==> src/rtl/and4_pkg.sv <==
// Shared types and constants for the and4 capture path.
package and4_pkg;

    // Operand/result width of the and4 datapath.
    localparam int WIDTH = 4;

    // err_cnt stops counting at this value.
    localparam int ERR_CNT_MAX = 255;

    // One captured operand/result triple, as held in the FIFO storage.
    typedef struct packed {
        logic [WIDTH-1:0] a;
        logic [WIDTH-1:0] b;
        logic [WIDTH-1:0] y;
    } and4_rec_t;

endpackage

==> src/rtl/and4_result_fifo.sv <==
// Capture FIFO behind the and4 unit. Buffers (a, b, y) triples in order and
// flags any pushed triple whose result is not a & b. Bad triples are still
// stored and forwarded; the checker only reports them.
module and4_result_fifo
    import and4_pkg::*;
#(
    // The storage record is sized by and4_pkg::WIDTH, so this must match it.
    parameter int WIDTH = and4_pkg::WIDTH,
    parameter int DEPTH = 4
) (
    input  logic                     clk,
    input  logic                     rst,
    input  logic                     in_valid,
    output logic                     in_ready,
    input  logic [WIDTH-1:0]         in_a,
    input  logic [WIDTH-1:0]         in_b,
    input  logic [WIDTH-1:0]         in_y,
    output logic                     out_valid,
    input  logic                     out_ready,
    output logic [WIDTH-1:0]         out_a,
    output logic [WIDTH-1:0]         out_b,
    output logic [WIDTH-1:0]         out_y,
    output logic [$clog2(DEPTH):0]   count,
    output logic                     mismatch,
    output logic [7:0]               err_cnt
);

    localparam int PW = $clog2(DEPTH);
    localparam int CW = PW + 1;

    and4_rec_t        mem [DEPTH];
    and4_rec_t        head;
    logic [PW-1:0]    wr_ptr;
    logic [PW-1:0]    rd_ptr;
    logic             full;
    logic             empty;
    logic             push;
    logic             pop;
    logic             bad;

    // Occupancy is tracked by an explicit counter, so full/empty never depend
    // on comparing pointers. in_ready uses only registered state and rst, so
    // a pop never reaches in_ready in the same cycle.
    assign full      = (count == CW'(DEPTH));
    assign empty     = (count == '0);
    assign in_ready  = !rst && !full;
    assign out_valid = !empty;
    assign push      = in_valid && in_ready;
    assign pop       = out_valid && out_ready && !rst;
    assign bad       = push && (in_y != (in_a & in_b));

    assign head  = mem[rd_ptr];
    assign out_a = head.a;
    assign out_b = head.b;
    assign out_y = head.y;

    // Storage write; contents are not cleared by reset, only made unreachable.
    always_ff @(posedge clk) begin
        if (push) begin
            mem[wr_ptr] <= and4_rec_t'{a: in_a, b: in_b, y: in_y};
        end
    end

    // Pointers and occupancy; pointers wrap naturally since DEPTH is 2^PW.
    always_ff @(posedge clk) begin
        if (rst) begin
            wr_ptr <= '0;
            rd_ptr <= '0;
            count  <= '0;
        end else begin
            if (push) begin
                wr_ptr <= wr_ptr + 1'b1;
            end
            if (pop) begin
                rd_ptr <= rd_ptr + 1'b1;
            end
            case ({push, pop})
                2'b10:   count <= count + 1'b1;
                2'b01:   count <= count - 1'b1;
                default: count <= count;
            endcase
        end
    end

    // Result checker: sticky flag plus saturating count of bad pushes.
    always_ff @(posedge clk) begin
        if (rst) begin
            mismatch <= 1'b0;
            err_cnt  <= '0;
        end else if (bad) begin
            mismatch <= 1'b1;
            if (err_cnt != 8'(ERR_CNT_MAX)) begin
                err_cnt <= err_cnt + 1'b1;
            end
        end
    end

endmodule
==> config.mk <==
export PLATFORM = sky130hd
export DESIGN_NAME = and4_result_fifo
export DESIGN_NICKNAME = d
export VERILOG_FILES = /design/src/rtl/and4_pkg.sv /design/src/rtl/and4_result_fifo.sv
export SDC_FILE = /design/constraint.sdc
export NUM_CORES = 1
export LEC_CHECK = 0
export ABC_AREA = 1
export BUFFER_PORTS_ARGS = -buffer_cell sky130_fd_sc_hd__buf_4
export CAP_MARGIN = 20
export CORE_ASPECT_RATIO = 0.9
export CORE_MARGIN = 1
export CORE_UTILIZATION = 60
export DETAILED_ROUTE_END_ITERATION = 10
export PLACE_DENSITY = 0.81
export SLEW_MARGIN = 10
export SYNTH_ARGS = -nofsm -noshare
export SYNTH_HDL_FRONTEND = slang
export SYNTH_SLANG_ARGS = --single-unit
==> constraint.sdc <==
create_clock -name clk -period 4.41 [get_ports clk]
set_input_delay 0.441 -clock clk [delete_from_list [all_inputs] [get_ports clk]]
set_output_delay 0.441 -clock clk [all_outputs]
set_load 0.03 [all_outputs]
==> results of run 1 <==
state kept, by name, indices dropped and copies added (netlist names), named ones only:
name	count
mem	48
err_cnt	8
count	3
rd_ptr	2
wr_ptr	2
mismatch	1
worst register-to-register path: stages, from the launching register on:
cell and delay, ns:
dfxtp_1 0.37, inv_2 0.07, nand3_2 0.10, nand2_4 0.07, nor2_8 0.19, inv_2 0.11, nor2_1 0.84
cell families (layout without fill, tap and decap cells):
family          Yosys count  in the layout
simple gates            114            114
flops                    66             66
compound gates           54             54
buf+inv                  49             98
fa+ha+maj                 7              7
xor+xnor                  1              1
through the flow:
step	hold slack (ns)	instance area, um2	instances	total power [uW]	setup WS [ns]
3_5_place_dp	0.464	3280	385	903	1.98
6_report	0.295	3500	402	1410	1.57
2_1_floorplan	0.441	2950	291	835	2.18
5_1_grt	0.288	3500	402	1460	1.37
4_1_cts	0.287	3480	400	1410	1.58
3_3_place_gp	0.437	3280	385	898	2.05
metal layers:
metal	global-route usage [%]	up-vias
met3	6.32	7
li1	-	1072
met2	38.1	73
met1	30.5	984
met4	10.6	0
met5	0	-
where the power goes:
part | switching, uW | internal, uW | leakage [uW]
clock | 206 | 312 | 0.0000985
combinational | 122 | 65.8 | 0.000731
sequential | 17.9 | 688 | 0.000583
final cells by class:
type | count | area [um2]
fill | 304 | 1080
multi-input combinational | 176 | 941
inverter | 40 | 150
clock buffer | 11 | 131
sequential | 66 | 1800
clock inverter | 4 | 67.6
timing repair buffer | 43 | 327
tap | 62 | 77.6
cells in the final DEF (no fill, tap or decap), drive strengths merged:
cell    count
dfxtp      18
nand4       8
o22ai      12
nand3      12
fa          1
bufinv      2
o21ai      33
inv        40
xnor2       1
nand2      45
a21oi       9
edfxtp     48
nor2       49
clkbuf     11
ha          6
clkinv      2
buf        43
final timing paths:
check	cells after the start	endpoint	from	slack, ns
worst max-delay path	4	out_y[0]	register	1.57
worst min-delay path	2	mismatch	rst	0.29
worst max register to register	6	mem[1][5]	count[1]	2.28
worst min register to register	2	mismatch	mismatch	0.47
==> metrics.cfg, run 1 <==
[floorplanning]
dieArea_mm2 = 0.00520
rows = 23
io_pins = 42
die_w_um = 75.9
core-area_mm2 = 0.00458
die_h_um = 68.5
start_util_pct = 64.5

[drt]
drc = 0
dr.pass1.iters = 4
met3WireLength_um = 401
met2_length_mm = 2.75
top_layer = met4
num_vias = 2136
wl_met1_mm = 2.64
vias_per_cell = 5.31
drt_iter0_markers = 225
wirelength_mm = 5.87
final_antenna_net_count = 0
wl_per_cell_um = 14.6

[grt]
grt_pass1_wl_mm = 9.00
grt_pass1_vias = 1890
grt_max_degree = 26
overflow = 0
grt_usage_pct = 23.5
antenna_found_initial = 0

[yosys]
synthMuxAreaShare_pct = 0
ys_types = 25
yosysTopAreaCell = edfxtp_1
synth.avg_cell_area_um2 = 10.1
ys_top_cells_by_count = 48 x edfxtp_1, 43 x nor2_1, 41 x nand2_1
netlist_top_cells_area = edfxtp_1 49%, dfxtp_1 12%, nor2_1 5.5%
synthXorXnorAreaFrac_pct = 0.297
synth_top_area_share_pct = 48.9
netlist_area_mm2 = 0.00295
synth_fp_nets = 314
yosysMostFrequentCell = edfxtp_1
synth-adder-area-share_pct = 3.22
ys_seq_elements = 66
synth_compound_area_share_pct = 9.67
synthArstFlopShare_pct = 0
synth_top_family_by_area = simple AND/OR/NAND/NOR gates
synth-edff-count = 48
synthSimpleGateAreaFrac_pct = 18.7
netlist_instances = 291
ys_seq_area_share_pct = 61.1
synth-main-ff-cell = edfxtp_1
yosys_warnings = 0

[cells_and_area]
area_delta_synth_final_pct = 18.5
drive_gt1_share_pct = 21.5
diodes = 0
utilization_pct = 76.4
nNetsFinal = 359

[job]
cap_violations = 0

[sta]
maxSlewViolCount = 0
rsz0062_at_grt = no
hold_viol = 0
tns_ns = 0
fmax_mhz = 352
clock_skew_ns = 0.00693
max_slew.worst_pin.slew_ns = 1.09
fin_crit_sh_pct = 64.4
finalCriticalPeriod_ns = 2.84
setup_viol = 0
slew_headroom_pct = 26.9

[clock_network]
cts_buffer_depth = 2
cts.htree.levels = 3
cts_hold_buf = 0
clk_latency_ns = 0.33
clk_pin_slew_ns = 0.06
cts_made_buffers = 9
cts_setup_buffers = 0
cts_sinks = 66
clockRootBuffer = clkbuf_8
cts_tree = done
cts_resized = 0

[run_status]
outcome = finished clean

[placed_design]
dp_hpwl_mm = 3.68
globalplace.congestion = 0.787
io_buffers = 41

[worst_setup_path]
slowest_stage = dfxtp_1
critPathLaunchType = register
crit_type = reg -> out
required_ns = 3.97
critPathMaxFanout = 25
cp_num_buf_inv = 2
path_delay_family = flip-flops
worstPathCellList = inv_1, o21ai_0, o22ai_1, buf_4
slowest_delay_ns = 0.86
endpoint_kind = output pin
cp.arrival_ns = 2.40

[pwr]
power_density_mw_per_mm2 = 404
peakVddDrop_mv = 0.323
p_leak_uw = 0.00141

[hold_path]
hp-class = in -> reg

No activity file was read; power rests on OpenSTA's default activity.
==> run 2, diff against run 1 <==
ABC_AREA = 0   (was 1)
CORE_UTILIZATION = 55   (was 60)
PLACE_DENSITY = 0.76   (was 0.81)
clock period = 2.9 ns   (was 4.41 ns; I/O delays follow)
==> metrics.cfg, run 2 <==
[sta]
fmax_mhz = 455
maxSlewViolCount = 0  ; unchanged
rsz0062_at_grt = no
finalCriticalPeriod_ns = 2.20
hold_viol = 0  ; unchanged
slew_headroom_pct = 55.4  ; +28 points
max_slew.worst_pin.slew_ns = 0.670  ; -0.423 ns
fin_ws_ns = 0.700  ; -0.872 ns
fin_crit_sh_pct = 75.9
setup_viol = 0  ; unchanged
tns_ns = 0  ; unchanged
clock_skew_ns = 0.00954  ; +0.00261 ns

[cells_and_area]
final_cell_mix = 48 x edfxtp_1, 43 x buf_4, 18 x dfxtp_1
max_flop_register = mem
drive_gt1_share_pct = 30.6  ; +9.1 points
area_delta_synth_final_pct = 20.3
largest_reg_flops = 48  ; unchanged
fillers = 301  ; -0.99%
nNetsFinal = 247  ; -31%
diodes = 0  ; unchanged
fin_cells = 291  ; -28%
mostFrequentLayoutCell = edfxtp_1
largestRegisters = mem: 48 flops, err_cnt: 8 flops, count: 3 flops

[clock_network]
cts_sinks = 66  ; unchanged
clk_pin_slew_ns = 0.06  ; about the same
cts_buffer_depth = 2  ; unchanged
cts.htree.levels = 3  ; unchanged
cts_tree = done
cts_made_buffers = 9  ; unchanged
clockRootBuffer = clkbuf_8
cts_resized = 0  ; unchanged
clk_latency_ns = 0.33  ; about the same
cts_hold_buf = 0  ; unchanged
cts_setup_buffers = 0  ; unchanged

[floorplanning]
die_h_um = 68.4  ; -0.17%
start_util_pct = 58.9  ; -5.6 points
core-area_mm2 = 0.00458  ; unchanged
rows = 23  ; unchanged
io_pins = 42  ; unchanged
dieArea_mm2 = 0.00518  ; -0.34%
die_w_um = 75.8  ; -0.17%

[yosys]
synth_fp_nets = 199  ; -37%
synthArstFlopShare_pct = 0  ; unchanged
netlist_instances = 176  ; -40%
yosysTopAreaCell = edfxtp_1
synth-edff-count = 48  ; unchanged
netlist_top_cells_area = edfxtp_1 54%, dfxtp_1 13%, mux4_2 10%
synth_top_area_share_pct = 53.5  ; +4.6 points
yosys_warnings = 0  ; unchanged
yosysMostFrequentCell = edfxtp_1
synth-main-ff-cell = edfxtp_1
ys_top_cells_by_count = 48 x edfxtp_1, 18 x dfxtp_1, 13 x nand2_1
synth.avg_cell_area_um2 = 15.3  ; +51%
netlist_area_mm2 = 0.00269  ; -8.7%
ys_seq_elements = 66  ; unchanged
ys_types = 32  ; +28%
ys_seq_area_share_pct = 66.9  ; +5.8 points

[drt]
wirelength_mm = 5.13  ; -13%
vias_per_cell = 5.57  ; +4.9%
num_vias = 1622  ; -24%
dr.pass1.iters = 4  ; unchanged
drt_iter0_markers = 98  ; -56%
wl_per_cell_um = 17.6  ; +21%
drc = 0  ; unchanged
final_antenna_net_count = 0  ; unchanged

[grt]
grt_usage_pct = 22.8  ; -0.67 points
grt_max_degree = 18  ; -31%
grt_pass1_wl_mm = 7.88  ; -12%
antenna_found_initial = 0  ; unchanged
overflow = 0  ; unchanged
grt_pass1_vias = 1619  ; -14%

[pwr]
p_total_uw = 2040  ; +45%
peakVddDrop_mv = 0.431  ; +34%
power_density_mw_per_mm2 = 630  ; +56%
p_leak_uw = 0.00117  ; -17%

[worst_setup_path]
required_ns = 3.16  ; -0.81 ns
crit_type = reg -> reg
cp.arrival_ns = 2.46  ; +0.06 ns
critPathLaunchType = register
critPathMaxFanout = 14  ; -44%
endpoint_kind = register
r2r-start = count[0]
reg2regPathDepth = 10  ; +4
r2r_slack_ns = 0.70  ; -1.58 ns
r2r-end = count[2]

[hold_path]
min_to = mem[0][8]
hp-class = in -> reg
hold_depth = 1  ; -1
hold_start = in_a[0]

[job]
cap_violations = 0  ; unchanged

[placed_design]
io_buffers = 41  ; unchanged
place_inst = 275  ; -29%
globalplace.congestion = 0.808  ; +2.7%
place_ws_ns = 0.642  ; -1.34 ns
dp_hpwl_mm = 3.50  ; -4.9%

[run_status]
outcome = finished clean

## run 2: worst max-delay path, stage by stage, from the launching register on
cell,delay [ns]
dfxtp_1,0.35
nor2_1,0.18
a21oi_2,0.07
buf_4,0.18
inv_1,0.09
ha_1,0.18
inv_1,0.06
fa_1,0.38
xor2_1,0.16
or3_1,0.32
a21oi_1,0.15
## run 2: final cells by class
cell class / count / area (um2) / share of cell area (%)
multi-input combinational: 96 / 822 / 25.4
clock inverter: 3 / 38.8 / 1.20
timing repair buffer: 43 / 323 / 9.96
sequential: 66 / 1800 / 55.6
tap: 62 / 77.6 / 2.39
inverter: 8 / 30.0 / 0.926
clock buffer: 13 / 149 / 4.59
## run 2: layer usage
layer | part of all wire [%] | up-vias | GRT usage [%]
met1 | 41 | 799 | 27.5
li1 | - | 755 | -
met3 | 6.1 | 7 | 8.98
met4 | 1.2 | 0 | 7.41
met5 | 0 | - | 0
met2 | 52 | 61 | 37.6
## run 2: worst max-delay path by stage
stage	startpoint	slack, ns	depth (start not counted)	endpoint
6_report	count[0]	0.70	10	count[2]
5_1_grt	count[0]	0.59	10	count[2]
4_1_cts	count[0]	0.71	10	count[2]
3_5_place_dp	rst	0.64	11	count[2]
3_3_place_gp	rst	0.74	11	count[2]
2_1_floorplan	count[2]	0.52	8	count[2]
## run 2: cell families (layout without fill, tap and decap cells)
| logic type | Yosys count | after routing | share of synthesized area [%] |
|---|---|---|---|
| AOI/OAI and AO/OA | 18 | 18 | 4.13 |
| xor gates and xnor gates | 9 | 9 | 2.93 |
| adders and majority gates | 7 | 7 | 3.53 |
| buffers and inverters | 14 | 67 | 2.60 |
| DFF | 66 | 66 | 66.9 |
| muxes | 14 | 14 | 10.8 |
| and+or+nand+nor | 48 | 48 | 9.15 |
## run 2: per-stage QoR
stage               util [%]  instance area [um2]  hold slack, ns
floorplan                  -                 2690           0.389
global placement        66.7                 3050           0.483
detailed placement      66.7                 3050           0.477
CTS                     70.9                 3240           0.147
global route            70.9                 3240           0.147
finish                  70.9                 3240           0.165
## run 2: power by group
part | total [uW] | switching (uW) | leakage [uW] | internal, uW
Clock | 730 | 313 | 0.0000951 | 417
Combinational | 250 | 148 | 0.000495 | 102
Sequential | 1060 | 17.6 | 0.000582 | 1040
Total | 2040 | 478 | 0.00117 | 1560
